File: src/rtl/ram_ctrl_pkg.sv
// Shared types and sizing for the burst RAM controller.
package ram_ctrl_pkg;

    localparam int unsigned DefDataWidth = 8;
    localparam int unsigned DefAddrWidth = 4;
    localparam int unsigned DefLenWidth  = 4;

    function automatic int unsigned depth_of(input int unsigned addr_width);
        return 32'd1 << addr_width;
    endfunction

    typedef enum logic [1:0] {
        StIdle  = 2'd0,
        StWrite = 2'd1,
        StRead  = 2'd2,
        StDrain = 2'd3
    } state_e;

endpackage

File: src/rtl/ram_ctrl_addr_gen.sv
// Loadable wrap-around address counter with a down-counting beat counter.
module ram_ctrl_addr_gen
    import ram_ctrl_pkg::*;
#(
    parameter int unsigned ADDR_WIDTH = DefAddrWidth,
    parameter int unsigned LEN_WIDTH  = DefLenWidth
) (
    input  logic                  clk,
    input  logic                  rst,
    input  logic                  load,
    input  logic                  advance,
    input  logic [ADDR_WIDTH-1:0] load_addr,
    input  logic [LEN_WIDTH-1:0]  load_len,
    output logic [ADDR_WIDTH-1:0] addr,
    output logic                  last
);

    localparam int unsigned Depth = depth_of(ADDR_WIDTH);

    logic [ADDR_WIDTH-1:0] addr_q, addr_d;
    logic [LEN_WIDTH-1:0]  beats_q, beats_d;

    always_comb begin
        addr_d  = addr_q;
        beats_d = beats_q;
        if (load) begin
            addr_d  = load_addr;
            beats_d = load_len;
        end else if (advance) begin
            addr_d = (addr_q == ADDR_WIDTH'(Depth - 1)) ? '0 : addr_q + 1'b1;
            // Saturate so the final advance of a read leaves last asserted.
            if (beats_q != '0) begin
                beats_d = beats_q - 1'b1;
            end
        end
    end

    always_ff @(posedge clk) begin
        if (rst) begin
            addr_q  <= '0;
            beats_q <= '0;
        end else begin
            addr_q  <= addr_d;
            beats_q <= beats_d;
        end
    end

    assign addr = addr_q;
    assign last = (beats_q == '0);

endmodule

File: src/rtl/ram_burst_ctrl.sv
// Burst read/write initiator for the single-port synchronous RAM.
// All outputs are registered; reads return one beat per cycle after a 2-cycle fill.
module ram_burst_ctrl
    import ram_ctrl_pkg::*;
#(
    parameter int unsigned DATA_WIDTH = DefDataWidth,
    parameter int unsigned ADDR_WIDTH = DefAddrWidth,
    parameter int unsigned LEN_WIDTH  = DefLenWidth
) (
    input  logic                  clk,
    input  logic                  rst,
    input  logic                  req_valid,
    output logic                  req_ready,
    input  logic                  req_write,
    input  logic [ADDR_WIDTH-1:0] req_addr,
    input  logic [LEN_WIDTH-1:0]  req_len,
    input  logic                  wdata_valid,
    output logic                  wdata_ready,
    input  logic [DATA_WIDTH-1:0] wdata,
    output logic                  wr_done,
    output logic                  rsp_valid,
    output logic [DATA_WIDTH-1:0] rsp_rdata,
    output logic                  rsp_last,
    output logic                  ram_cs,
    output logic                  ram_wr_en,
    output logic                  ram_out_en,
    output logic [ADDR_WIDTH-1:0] ram_addr,
    output logic [DATA_WIDTH-1:0] ram_data_in,
    input  logic [DATA_WIDTH-1:0] ram_rdata
);

    state_e state_q, state_d;

    logic                  first_q, first_d;
    logic                  drain_pin_q, drain_pin_d;
    logic                  req_ready_q, req_ready_d;
    logic                  wdata_ready_q, wdata_ready_d;
    logic                  wr_done_q, wr_done_d;
    logic                  rsp_valid_q, rsp_valid_d;
    logic [DATA_WIDTH-1:0] rsp_rdata_q, rsp_rdata_d;
    logic                  rsp_last_q, rsp_last_d;
    logic                  ram_cs_q, ram_cs_d;
    logic                  ram_wr_en_q, ram_wr_en_d;
    logic                  ram_out_en_q, ram_out_en_d;
    logic [ADDR_WIDTH-1:0] ram_addr_q, ram_addr_d;
    logic [DATA_WIDTH-1:0] ram_data_in_q, ram_data_in_d;

    logic                  ag_load;
    logic                  ag_advance;
    logic [ADDR_WIDTH-1:0] ag_addr;
    logic                  ag_last;

    ram_ctrl_addr_gen #(
        .ADDR_WIDTH(ADDR_WIDTH),
        .LEN_WIDTH (LEN_WIDTH)
    ) u_addr_gen (
        .clk      (clk),
        .rst      (rst),
        .load     (ag_load),
        .advance  (ag_advance),
        .load_addr(req_addr),
        .load_len (req_len),
        .addr     (ag_addr),
        .last     (ag_last)
    );

    always_comb begin
        state_d       = state_q;
        first_d       = first_q;
        ag_load       = 1'b0;
        ag_advance    = 1'b0;
        ram_cs_d      = 1'b0;
        ram_wr_en_d   = 1'b0;
        ram_out_en_d  = 1'b0;
        ram_addr_d    = ram_addr_q;
        ram_data_in_d = ram_data_in_q;
        wr_done_d     = 1'b0;
        drain_pin_d   = 1'b0;

        case (state_q)
            StIdle: begin
                if (req_valid && req_ready_q) begin
                    ag_load = 1'b1;
                    first_d = 1'b1;
                    state_d = req_write ? StWrite : StRead;
                end
            end
            StWrite: begin
                if (wdata_valid && wdata_ready_q) begin
                    ram_cs_d      = 1'b1;
                    ram_wr_en_d   = 1'b1;
                    ram_addr_d    = ag_addr;
                    ram_data_in_d = wdata;
                    ag_advance    = 1'b1;
                    if (ag_last) begin
                        wr_done_d = 1'b1;
                        state_d   = StIdle;
                    end
                end
            end
            StRead: begin
                ram_cs_d     = 1'b1;
                ram_addr_d   = ag_addr;
                // The RAM has nothing to drive until the first address has been clocked in.
                ram_out_en_d = ~first_q;
                first_d      = 1'b0;
                ag_advance   = 1'b1;
                if (ag_last) begin
                    state_d = StDrain;
                end
            end
            StDrain: begin
                ram_cs_d     = 1'b1;
                ram_out_en_d = 1'b1;
                drain_pin_d  = 1'b1;
                state_d      = StIdle;
            end
            default: state_d = StIdle;
        endcase

        req_ready_d   = (state_d == StIdle);
        wdata_ready_d = (state_d == StWrite);

        // The drain pin cycle carries the last address's data back.
        rsp_valid_d = ram_out_en_q;
        rsp_last_d  = ram_out_en_q & drain_pin_q;
        rsp_rdata_d = ram_out_en_q ? ram_rdata : rsp_rdata_q;
    end

    always_ff @(posedge clk) begin
        if (rst) begin
            state_q       <= StIdle;
            first_q       <= 1'b0;
            drain_pin_q   <= 1'b0;
            req_ready_q   <= 1'b0;
            wdata_ready_q <= 1'b0;
            wr_done_q     <= 1'b0;
            rsp_valid_q   <= 1'b0;
            rsp_rdata_q   <= '0;
            rsp_last_q    <= 1'b0;
            ram_cs_q      <= 1'b0;
            ram_wr_en_q   <= 1'b0;
            ram_out_en_q  <= 1'b0;
            ram_addr_q    <= '0;
            ram_data_in_q <= '0;
        end else begin
            state_q       <= state_d;
            first_q       <= first_d;
            drain_pin_q   <= drain_pin_d;
            req_ready_q   <= req_ready_d;
            wdata_ready_q <= wdata_ready_d;
            wr_done_q     <= wr_done_d;
            rsp_valid_q   <= rsp_valid_d;
            rsp_rdata_q   <= rsp_rdata_d;
            rsp_last_q    <= rsp_last_d;
            ram_cs_q      <= ram_cs_d;
            ram_wr_en_q   <= ram_wr_en_d;
            ram_out_en_q  <= ram_out_en_d;
            ram_addr_q    <= ram_addr_d;
            ram_data_in_q <= ram_data_in_d;
        end
    end

    assign req_ready   = req_ready_q;
    assign wdata_ready = wdata_ready_q;
    assign wr_done     = wr_done_q;
    assign rsp_valid   = rsp_valid_q;
    assign rsp_rdata   = rsp_rdata_q;
    assign rsp_last    = rsp_last_q;
    assign ram_cs      = ram_cs_q;
    assign ram_wr_en   = ram_wr_en_q;
    assign ram_out_en  = ram_out_en_q;
    assign ram_addr    = ram_addr_q;
    assign ram_data_in = ram_data_in_q;

endmodule

File: config.mk
export PLATFORM = sky130hd
export DESIGN_NAME = ram_burst_ctrl
export DESIGN_NICKNAME = d
export VERILOG_FILES = /design/src/rtl/ram_ctrl_pkg.sv /design/src/rtl/ram_ctrl_addr_gen.sv /design/src/rtl/ram_burst_ctrl.sv
export SDC_FILE = /design/constraint.sdc
export NUM_CORES = 1
export LEC_CHECK = 0
export CAP_MARGIN = 0
export CORE_MARGIN = 1.5
export CORE_UTILIZATION = 48
export DETAILED_ROUTE_END_ITERATION = 10
export GPL_ROUTABILITY_DRIVEN = 0
export HOLD_SLACK_MARGIN = 0.02
export PLACE_DENSITY = 0.88
export SLEW_MARGIN = 20
export SYNTH_ARGS = -nofsm -noshare
export SYNTH_HDL_FRONTEND = slang
export SYNTH_SLANG_ARGS = --single-unit
File: constraint.sdc
create_clock -name clk -period 3.7 [get_ports clk]
set_input_delay 0.37 -clock clk [delete_from_list [all_inputs] [get_ports clk]]
set_output_delay 0.37 -clock clk [all_outputs]
set_load 0.03 [all_outputs]
# [Word-level counts from Yosys, hierarchy flattened]
# Cells that the tools add are included.
[totals] regBits=40 in_bits=29 out_inout_bits=28 word_cells=70
[classes] reduce_logical=17 n_eq_ne=7 addsub=2 muxes=24 bitwise_logic=4
[ops] operator="$mux 4" n=7
[ops] operator="$mux 2" n=5
[ops] operator="$pmux 1 s2" n=4
[ops] operator="$pmux 2 s4" n=1
[ops] operator="$pmux 4 s2" n=1
[ops] operator="$reduce_and 2->1" n=4
[ops] operator="$reduce_bool 2->1" n=4
[ops] operator="$mux 1" n=6
[ops] operator="$add 4x1->4 const B" n=1
[ops] operator="$eq 2x1->1 const B" n=2
[ops] operator="$eq 2x2->1 const B" n=2
[ops] operator="$eq 4x4->1 const B" n=1
[ops] operator="$logic_not 2->1" n=2
[ops] operator="$logic_not 4->1" n=1
[ops] operator="$ne 2x2->1 const B" n=2
[ops] operator="$reduce_bool 4->1" n=1
[ops] operator="$reduce_or 2->1" n=2
[ops] operator="$sub 4x1->4 const B" n=1
[ops] operator="$not 1->1" n=3
[ops] operator="$reduce_or 3->1" n=1
[ops] operator="$logic_and 1x1->1" n=2
[ops] operator="$and 1x1->1" n=1

# [Logic depth before layout (Yosys ltp)]
# Gate-level depths: netlist of the first run.
[logic_depth] ltp_word=5 depth_mapped=7 mapped_depth_nobuf=6

# [Cells and area by module]
# A second synthesis of the first run with hierarchy kept.
[unflattened] hier_cells=204 area_unflattened_um2=1799.2
[modules_own_cells] module="ram_burst_ctrl" cells_each=145 area_each_um2=1310.0 instances=1 seq_area_each_um2=640.6
[modules_own_cells] module="ram_ctrl_addr_gen" cells_each=59 area_each_um2=489.2 instances=1 seq_area_each_um2=160.2

# [Worst setup path before layout of the first run]
# OpenSTA, ideal clock, no wires.
[synth_timing] path_kind="flip-flop to flip-flop" start="register state_q[1]" end="register u_addr_gen.beats_q[3]" path_buffers=1 synth_period_minus_slack_ns=1.643 path_stages_with_launch=8 setup_time_ns=0.132 required_ns=3.568 path_slack_ns=2.057 t_arrival_ns=1.512 cell_sequence="dfxtp_1 -> inv_1 -> ha_1 -> and3_1 -> clkbuf_1 -> o211ai_1 -> mux2i_1 -> o31ai_1"
[synth_via] elab_chain_len=4 elab_cells_between_ends=9 classes_between="2 x eq/ne; 3 x mux; 4 x reduce/logical"
[synth_lines] item="from (decl)" line="ram_burst_ctrl.sv:32" rtl="state_e state_q, state_d;"
[synth_lines] item="from (signal assigned)" line="ram_burst_ctrl.sv:132" rtl="state_q <= StIdle;"
[synth_lines] item="from (signal assigned)" line="ram_burst_ctrl.sv:147" rtl="state_q <= state_d;"
[synth_lines] item="$eq 2x2->1 (tied with other cells)" line="ram_burst_ctrl.sv:80" rtl="case (state_q)"
[synth_lines] item="$pmux 1 s2 or $mux 1 (tied branches)" line="ram_burst_ctrl.sv:80"
[synth_lines] item="$reduce_bool 2->1 (no line)"
[synth_lines] item="$reduce_and 2->1 (no line)"
[synth_lines] item="to (signal assigned)" line="ram_ctrl_addr_gen.sv:44" rtl="beats_q <= beats_d;"
[synth_lines] item="to (decl)" line="ram_ctrl_addr_gen.sv:21" rtl="logic [LEN_WIDTH-1:0] beats_q, beats_d;"
# Several ways; a longest one is shown, not always the timed one.
# A chain may end at the register's enable or synchronous reset.

# [Final worst setup path of the first run]
[layout_timing] start="register ram_out_en_q (netlist: ram_out_en)" end="output port ram_out_en"
[layout_lines] item="from (decl)" line="ram_burst_ctrl.sv:44" rtl="logic ram_out_en_q, ram_out_en_d;"
[layout_lines] item="from (signal assigned)" line="ram_burst_ctrl.sv:158" rtl="ram_out_en_q <= ram_out_en_d;"
[layout_lines] item="to (decl)" line="ram_burst_ctrl.sv:26" rtl="output logic ram_out_en,"
# No word-level cell between the ends.

==> results of run 1 <==
==> cells in the mapped netlist, drive strengths merged <==
library cell  count  area share
dfxtp            40        0.48
nor2             24       0.054
nand2            19       0.043
mux2i            15       0.090
a21oi            12       0.036
inv               9       0.020
clkbuf            7       0.016
ha                7       0.053
o21ai             6       0.020
nor3              5       0.015
o211ai            5       0.023
a211oi            4       0.018
nand3             4       0.012
nor2b             4       0.015
and3              3       0.011
a311oi            2       0.011
and2              2      0.0075
buf               2      0.0053
o31ai             2       0.012
or3b              2       0.012
a22o              1      0.0053
a311o             1      0.0060
nor3b             1      0.0075
o211a             1      0.0060
o41a              1      0.0068
xnor2             1      0.0053
xor2              1      0.0053
==> sequential cells by signal, summed over array words and instances (netlist names) <==
signal	count
first_q	1
ram_out_en	1
ram_addr	4
wdata_ready	1
req_ready	1
u_addr_gen.beats_q	4
u_addr_gen.addr	4
rsp_valid	1
ram_data_in	8
state_q	2
ram_cs	1
wr_done	1
ram_wr_en	1
rsp_last	1
rsp_rdata	8
drain_pin_q	1
==> final cells by class <==
cell class	instances	area [µm²]	share of cell area
tap	46	57.6	0.0251
clock inverter	1	5.00	0.00218
clock buffer	6	41.3	0.0180
inverter	9	33.8	0.0147
multi-input combinational	123	790	0.344
timing repair buffer	57	568	0.247
sequential	40	801	0.349
==> power by group through the flow <==
stage                     logic [µW]  registers [µW]  clock network, µW
after floorplan                  248             586                  0
after global placement           408             553                  0
after detailed placement         416             555                  0
after CTS                        419             546                205
after global routing             459             554                220
final                            418             546                201
==> metrics by stage <==
stage                     total power, µW  cell area [µm²]   util
after floorplan                       834             1660      -
after global placement                961             2250  0.674
after detailed placement              970             2250  0.674
final                                1170             2300  0.688
after global routing                 1230             2300  0.688
after CTS                            1170             2300  0.688
==> cell families (layout without fill, tap and decap cells) <==
family	count (synthesis)	after routing	share of synthesized area
XOR/XNOR	2	2	0.0106
multiplexers	15	15	0.0905
AO/OA/AOI/OAI	35	35	0.144
adder cells (fa/ha/maj)	7	7	0.0528
AND/OR/NAND/NOR	64	64	0.178
flip-flops	40	40	0.483
buffers and inverters	18	73	0.0415
==> how the worst max path moves through the flow <==
stage                                  endpoint  slack (ns)  cells after the start
after global routing         u_addr_gen.addr[3]        1.46                      6
after detailed placement     u_addr_gen.addr[3]        1.38                      5
after floorplan           u_addr_gen.beats_q[3]        2.06                      7
after global placement       u_addr_gen.addr[3]        1.49                      5
final                                ram_out_en        1.56                      1
after CTS                            ram_out_en        1.54                      1
==> layer usage <==
metal  vias to the layer above  global-route usage  part of all wire
li1                        731                   -                 -
met1                       663               0.223              0.46
met2                        49               0.317              0.47
met3                         2              0.0725             0.068
met4                         0              0.0669            0.0029
met5                         -                   0                 0
==> run_summary.xml, run 1 <==
<?xml version="1.0" encoding="UTF-8"?>
<metrics>
  <group name="critical_path">
    <metric name="crit_start" unit="">ram_out_en</metric>
    <metric name="end_kind" unit="">output port</metric>
    <metric name="critical_path_required" unit="ns">3.33</metric>
    <metric name="worst_path_largest_cell_delay" unit="ns">0.77</metric>
    <metric name="critPathLaunchType" unit="">flip-flop</metric>
    <metric name="r2r_cells" unit="">6</metric>
    <metric name="critical-path-slowest-cell" unit="">clkdlybuf4s50_1</metric>
    <metric name="path_delay_family" unit="">buffers and inverters</metric>
    <metric name="rrSetupSlack" unit="ns">1.65</metric>
    <metric name="crit-reg2reg-launch" unit="">state_q[1]</metric>
    <metric name="worst-endpoint-arrival" unit="ns">1.77</metric>
    <metric name="critical_path.max_fanout" unit="">10</metric>
    <metric name="worstReg2RegEnd" unit="">u_addr_gen.addr[3]</metric>
    <metric name="path_cells" unit="">clkdlybuf4s50_1</metric>
    <metric name="path_class" unit="">flip-flop to output port</metric>
    <metric name="cp.buffers_inverters" unit="">1</metric>
  </group>
  <group name="placed_design">
    <metric name="hpwl" unit="mm">2.48</metric>
    <metric name="numPortBuffers" unit="">56</metric>
    <metric name="place.detailed.instances" unit="">275</metric>
    <metric name="pre_cts_slack" unit="ns">1.38</metric>
  </group>
  <group name="drt">
    <metric name="drtIter0Drc" unit="">66</metric>
    <metric name="routed_via_density" unit="">5.12</metric>
    <metric name="post_route_ant_nets" unit="">0</metric>
    <metric name="detail_route.wl_per_cell" unit="µm">12.4</metric>
    <metric name="drc_errors" unit="">0</metric>
    <metric name="finalWirelength" unit="mm">3.50</metric>
    <metric name="dr_total_vias" unit="">1445</metric>
    <metric name="first_pass_iters" unit="">4</metric>
  </group>
  <group name="power">
    <metric name="power.internal" unit="µW">752</metric>
    <metric name="swShare" unit="">0.355</metric>
    <metric name="static_leakage" unit="µW">0.000848</metric>
    <metric name="power.share.combinational" unit="">0.359</metric>
    <metric name="power.share.sequential" unit="">0.469</metric>
    <metric name="power.density_cell_area" unit="mW/mm²">507</metric>
    <metric name="irDropWorstVdd" unit="V">0.000283</metric>
    <metric name="pwr-share-clk" unit="">0.172</metric>
    <metric name="power.switching" unit="µW">413</metric>
  </group>
  <group name="sta">
    <metric name="grt_setup_unrepaired" unit="">false</metric>
    <metric name="setup_skew_after_layout" unit="ns">0.0124</metric>
    <metric name="pin_slew_with_the_least_headroom_to_its_limit" unit="ns">0.526</metric>
    <metric name="setup_viol" unit="">0</metric>
    <metric name="fin_hold_ws" unit="ns">0.452</metric>
    <metric name="final-max-slew-violation-count" unit="">0</metric>
    <metric name="hold_viol_final" unit="">0</metric>
    <metric name="post_layout_minimum_cycle_time" unit="ns">2.14</metric>
    <metric name="fmax" unit="MHz">467</metric>
    <metric name="slew_headroom" unit="">0.649</metric>
    <metric name="final.period_utilization" unit="">0.579</metric>
    <metric name="final_worst_setup_slack" unit="ns">1.56</metric>
    <metric name="fin_setup_tns" unit="ns">0</metric>
  </group>
  <group name="layout">
    <metric name="finalNonFillerCells" unit="">282</metric>
    <metric name="insertedDiodeCount" unit="">0</metric>
    <metric name="drive_above_1_share" unit="">0.0466</metric>
    <metric name="layout_common_cells" unit="">clkdlybuf4s50_1, dfxtp_1, nor2_1</metric>
    <metric name="layout_filler_cell_count" unit="">266</metric>
    <metric name="area_growth" unit="%">38.4</metric>
    <metric name="layout_commonest_cell" unit="">clkdlybuf4s50_1</metric>
    <metric name="finish.net_count" unit="">272</metric>
  </group>
  <group name="logic_synthesis">
    <metric name="yosysSeqAreaShare" unit="">0.483</metric>
    <metric name="syn-mean-instance-area" unit="µm²">9.17</metric>
    <metric name="number_of_distinct_standard_cells_referenced_by_the_synthesized_netlist" unit="">32</metric>
    <metric name="yosysWarnings" unit="">0</metric>
    <metric name="post_synthesis_instance_area" unit="mm²">0.00166</metric>
    <metric name="syn_nets" unit="">217</metric>
    <metric name="instance_count_of_the_mapped_netlist" unit="">181</metric>
    <metric name="synthesis_stage_register_bit_count" unit="">40</metric>
  </group>
  <group name="floorplanning">
    <metric name="design.die.area" unit="mm²">0.00382</metric>
    <metric name="ioPinCount" unit="">57</metric>
    <metric name="core-area" unit="mm²">0.00334</metric>
    <metric name="initial_core_util" unit="">0.497</metric>
    <metric name="die_w" unit="µm">61.8</metric>
    <metric name="row_count" unit="">21</metric>
    <metric name="die_y" unit="µm">61.8</metric>
  </group>
  <group name="status">
    <metric name="result_of_the_run" unit="">finished, final reports clean</metric>
  </group>
  <group name="clocking">
    <metric name="worst_setup_hold_path_clk_slew" unit="ns">0.10</metric>
    <metric name="cts_tree" unit="">done</metric>
    <metric name="ctsHtreeMaxLevel" unit="">2</metric>
    <metric name="clk_root_buffer_cell" unit="">clkbuf_4</metric>
    <metric name="cts.hold.buffers_added" unit="">0</metric>
    <metric name="cts.sinks" unit="">40</metric>
    <metric name="worstSkewPairLatency" unit="ns">0.34</metric>
    <metric name="post_cts_resize_count" unit="">0</metric>
    <metric name="count_of_buffers_added_by_post_cts_timing_repair_for_setup" unit="">0</metric>
    <metric name="clk_path_buf_depth" unit="">2</metric>
    <metric name="numCtsBuffers" unit="">5</metric>
  </group>
  <group name="min_path">
    <metric name="hold_start" unit="">drain_pin_q</metric>
    <metric name="min_delay_worst_endpoint" unit="">rsp_last</metric>
    <metric name="worstHoldPathType" unit="">flip-flop to flip-flop</metric>
    <metric name="worst_hold_path.num_cells" unit="">1</metric>
  </group>
  <group name="global_route">
    <metric name="grtUsageTotal" unit="">0.190</metric>
    <metric name="globalRouteOverflowTotal" unit="">0</metric>
    <metric name="global_route_wire_length_before_repair" unit="mm">5.29</metric>
    <metric name="grt_pass1_vias" unit="">1299</metric>
    <metric name="grt_max_degree" unit="">41</metric>
    <metric name="antenna_found_initial" unit="">0</metric>
  </group>
  <group name="flow_run">
    <metric name="drv.max_cap_violation_count" unit="">0</metric>
  </group>
</metrics>
No activity file was read; power rests on OpenSTA's default activity.
==> inputs of run 2 (changes only) <==
Settings changed: CORE_UTILIZATION 48 to 44, PLACE_DENSITY 0.88 to 0.82.
Clock period 3.7 ns to 2.08 ns, I/O delays scaled along.
==> run 2 against run 1 <==
Non-clock buffer count increased by 6; total power increased by 100%; routed wire length is 3.3% higher; core utilization decreased by 2.6 points; via count about the same; largest cell class unchanged.
==> run_summary.xml, run 2 (synthesized netlist as in run 1, its figures left out) <==
<?xml version="1.0" encoding="UTF-8"?>
<metrics>
  <group name="power">
    <metric name="power.density_cell_area" unit="mW/mm²">980</metric>
    <metric name="irDropWorstVdd" unit="V">0.000609</metric>
    <metric name="total_chip_power" unit="µW">2360</metric>
    <metric name="static_leakage" unit="µW">0.000905</metric>
  </group>
  <group name="critical_path">
    <metric name="rrSetupSlack" unit="ns">0.26</metric>
    <metric name="path_class" unit="">flip-flop to flip-flop</metric>
    <metric name="end_kind" unit="">flip-flop</metric>
    <metric name="worstReg2RegEnd" unit="">req_ready</metric>
    <metric name="crit_end" unit="">req_ready</metric>
    <metric name="crit-reg2reg-launch" unit="">u_addr_gen.beats_q[0]</metric>
    <metric name="critPathLaunchType" unit="">flip-flop</metric>
    <metric name="critical_path_required" unit="ns">2.29</metric>
    <metric name="crit_start" unit="">u_addr_gen.beats_q[0]</metric>
    <metric name="r2r_cells" unit="">6</metric>
    <metric name="worst-endpoint-arrival" unit="ns">2.03</metric>
    <metric name="critical_path.max_fanout" unit="">4</metric>
  </group>
  <group name="floorplanning">
    <metric name="initial_core_util" unit="">0.457</metric>
    <metric name="core-area" unit="mm²">0.00363</metric>
    <metric name="die_w" unit="µm">64.4</metric>
    <metric name="die_y" unit="µm">64.4</metric>
    <metric name="ioPinCount" unit="">57</metric>
    <metric name="design.die.area" unit="mm²">0.00415</metric>
    <metric name="row_count" unit="">22</metric>
  </group>
  <group name="sta">
    <metric name="fin_hold_ws" unit="ns">0.433</metric>
    <metric name="final_worst_setup_slack" unit="ns">0.262</metric>
    <metric name="post_layout_minimum_cycle_time" unit="ns">1.82</metric>
    <metric name="fin_setup_tns" unit="ns">0</metric>
    <metric name="final-max-slew-violation-count" unit="">0</metric>
    <metric name="setup_viol" unit="">0</metric>
    <metric name="slew_headroom" unit="">0.696</metric>
    <metric name="grt_setup_unrepaired" unit="">false</metric>
    <metric name="hold_viol_final" unit="">0</metric>
    <metric name="fmax" unit="MHz">550</metric>
    <metric name="final.period_utilization" unit="">0.874</metric>
    <metric name="pin_slew_with_the_least_headroom_to_its_limit" unit="ns">0.455</metric>
    <metric name="setup_skew_after_layout" unit="ns">0.00869</metric>
  </group>
  <group name="placed_design">
    <metric name="pre_cts_slack" unit="ns">0.263</metric>
    <metric name="hpwl" unit="mm">2.63</metric>
    <metric name="numPortBuffers" unit="">56</metric>
  </group>
  <group name="clocking">
    <metric name="count_of_buffers_added_by_post_cts_timing_repair_for_setup" unit="">0</metric>
    <metric name="numCtsBuffers" unit="">5</metric>
    <metric name="clk_root_buffer_cell" unit="">clkbuf_8</metric>
    <metric name="cts.hold.buffers_added" unit="">0</metric>
    <metric name="worstSkewPairLatency" unit="ns">0.29</metric>
    <metric name="clk_path_buf_depth" unit="">2</metric>
    <metric name="worst_setup_hold_path_clk_slew" unit="ns">0.08</metric>
    <metric name="cts.sinks" unit="">40</metric>
    <metric name="post_cts_resize_count" unit="">0</metric>
    <metric name="ctsHtreeMaxLevel" unit="">2</metric>
    <metric name="cts_tree" unit="">done</metric>
  </group>
  <group name="layout">
    <metric name="layout_filler_cell_count" unit="">330</metric>
    <metric name="fin_util" unit="">0.662</metric>
    <metric name="insertedDiodeCount" unit="">0</metric>
    <metric name="finish.net_count" unit="">278</metric>
    <metric name="layout_common_cells" unit="">clkdlybuf4s50_1, dfxtp_1, nor2_1</metric>
    <metric name="layout_commonest_cell" unit="">clkdlybuf4s50_1</metric>
    <metric name="drive_above_1_share" unit="">0.0741</metric>
    <metric name="area_growth" unit="%">44.9</metric>
  </group>
  <group name="drt">
    <metric name="routed_via_density" unit="">4.96</metric>
    <metric name="top_layer" unit="">met4</metric>
    <metric name="dr_total_vias" unit="">1444</metric>
    <metric name="detail_route.wl_per_cell" unit="µm">12.4</metric>
    <metric name="route.met2.wl" unit="mm">1.66</metric>
    <metric name="first_pass_iters" unit="">4</metric>
    <metric name="drc_errors" unit="">0</metric>
    <metric name="post_route_ant_nets" unit="">0</metric>
    <metric name="dr_wl_met3" unit="µm">259</metric>
    <metric name="finalWirelength" unit="mm">3.62</metric>
    <metric name="drtIter0Drc" unit="">49</metric>
    <metric name="route.layer.met1.wl" unit="mm">1.67</metric>
  </group>
  <group name="min_path">
    <metric name="worstHoldPathType" unit="">flip-flop to flip-flop</metric>
  </group>
  <group name="global_route">
    <metric name="grt_max_degree" unit="">20</metric>
    <metric name="antenna_found_initial" unit="">0</metric>
    <metric name="global_route_wire_length_before_repair" unit="mm">5.85</metric>
    <metric name="grtUsageTotal" unit="">0.181</metric>
    <metric name="globalRouteOverflowTotal" unit="">0</metric>
    <metric name="grt_pass1_vias" unit="">1354</metric>
  </group>
  <group name="status">
    <metric name="result_of_the_run" unit="">finished, final reports clean</metric>
  </group>
  <group name="flow_run">
    <metric name="drv.max_cap_violation_count" unit="">0</metric>
  </group>
</metrics>
[run 2: area by class of cell]
type,count,area [µm²],share of cell area
timing repair buffer,63,613,0.255
inverter,9,33.8,0.0140
clock inverter,2,35.0,0.0146
clock buffer,6,72.6,0.0302
tap,48,60.1,0.0250
sequential,40,801,0.333
multi-input combinational,123,790,0.328
[run 2: power by group]
part           internal (µW)  leakage [µW]  total (µW)  switching, µW
Combinational            365      0.000526         784            419
Sequential               869      0.000324         960           90.6
Clock                    356     0.0000552         613            257
[run 2: per-layer routing]
metal,vias up,GRT usage
met5,-,0
met4,0,0.0479
met3,3,0.0599
met2,53,0.302
met1,645,0.223
li1,743,-
[run 2: through the flow]
step                      cells  instance area [µm²]
final                       291                 2400
after floorplan             181                 1660
after CTS                   291                 2400
after global placement      283                 2300
after global routing        291                 2400
after detailed placement    283                 2300
[run 2: worst min path at each step]
stage	startpoint	to	slack, ns	depth (start not counted)
after floorplan	rst	rsp_valid	0.29	1
after global placement	drain_pin_q	rsp_last	0.42	1
after detailed placement	drain_pin_q	rsp_last	0.42	1
after CTS	drain_pin_q	rsp_last	0.44	1
after global routing	wdata[7]	ram_data_in[7]	0.47	3
final	drain_pin_q	rsp_last	0.43	1
[run 2: worst max-delay path, cell delays in order, from the launching register on]
cell and delay, ns:
dfxtp_1 0.32, inv_1 0.09, ha_1 0.20, or3b_4 0.42
o211a_1 0.23, o31ai_2 0.27, nor3b_2 0.22
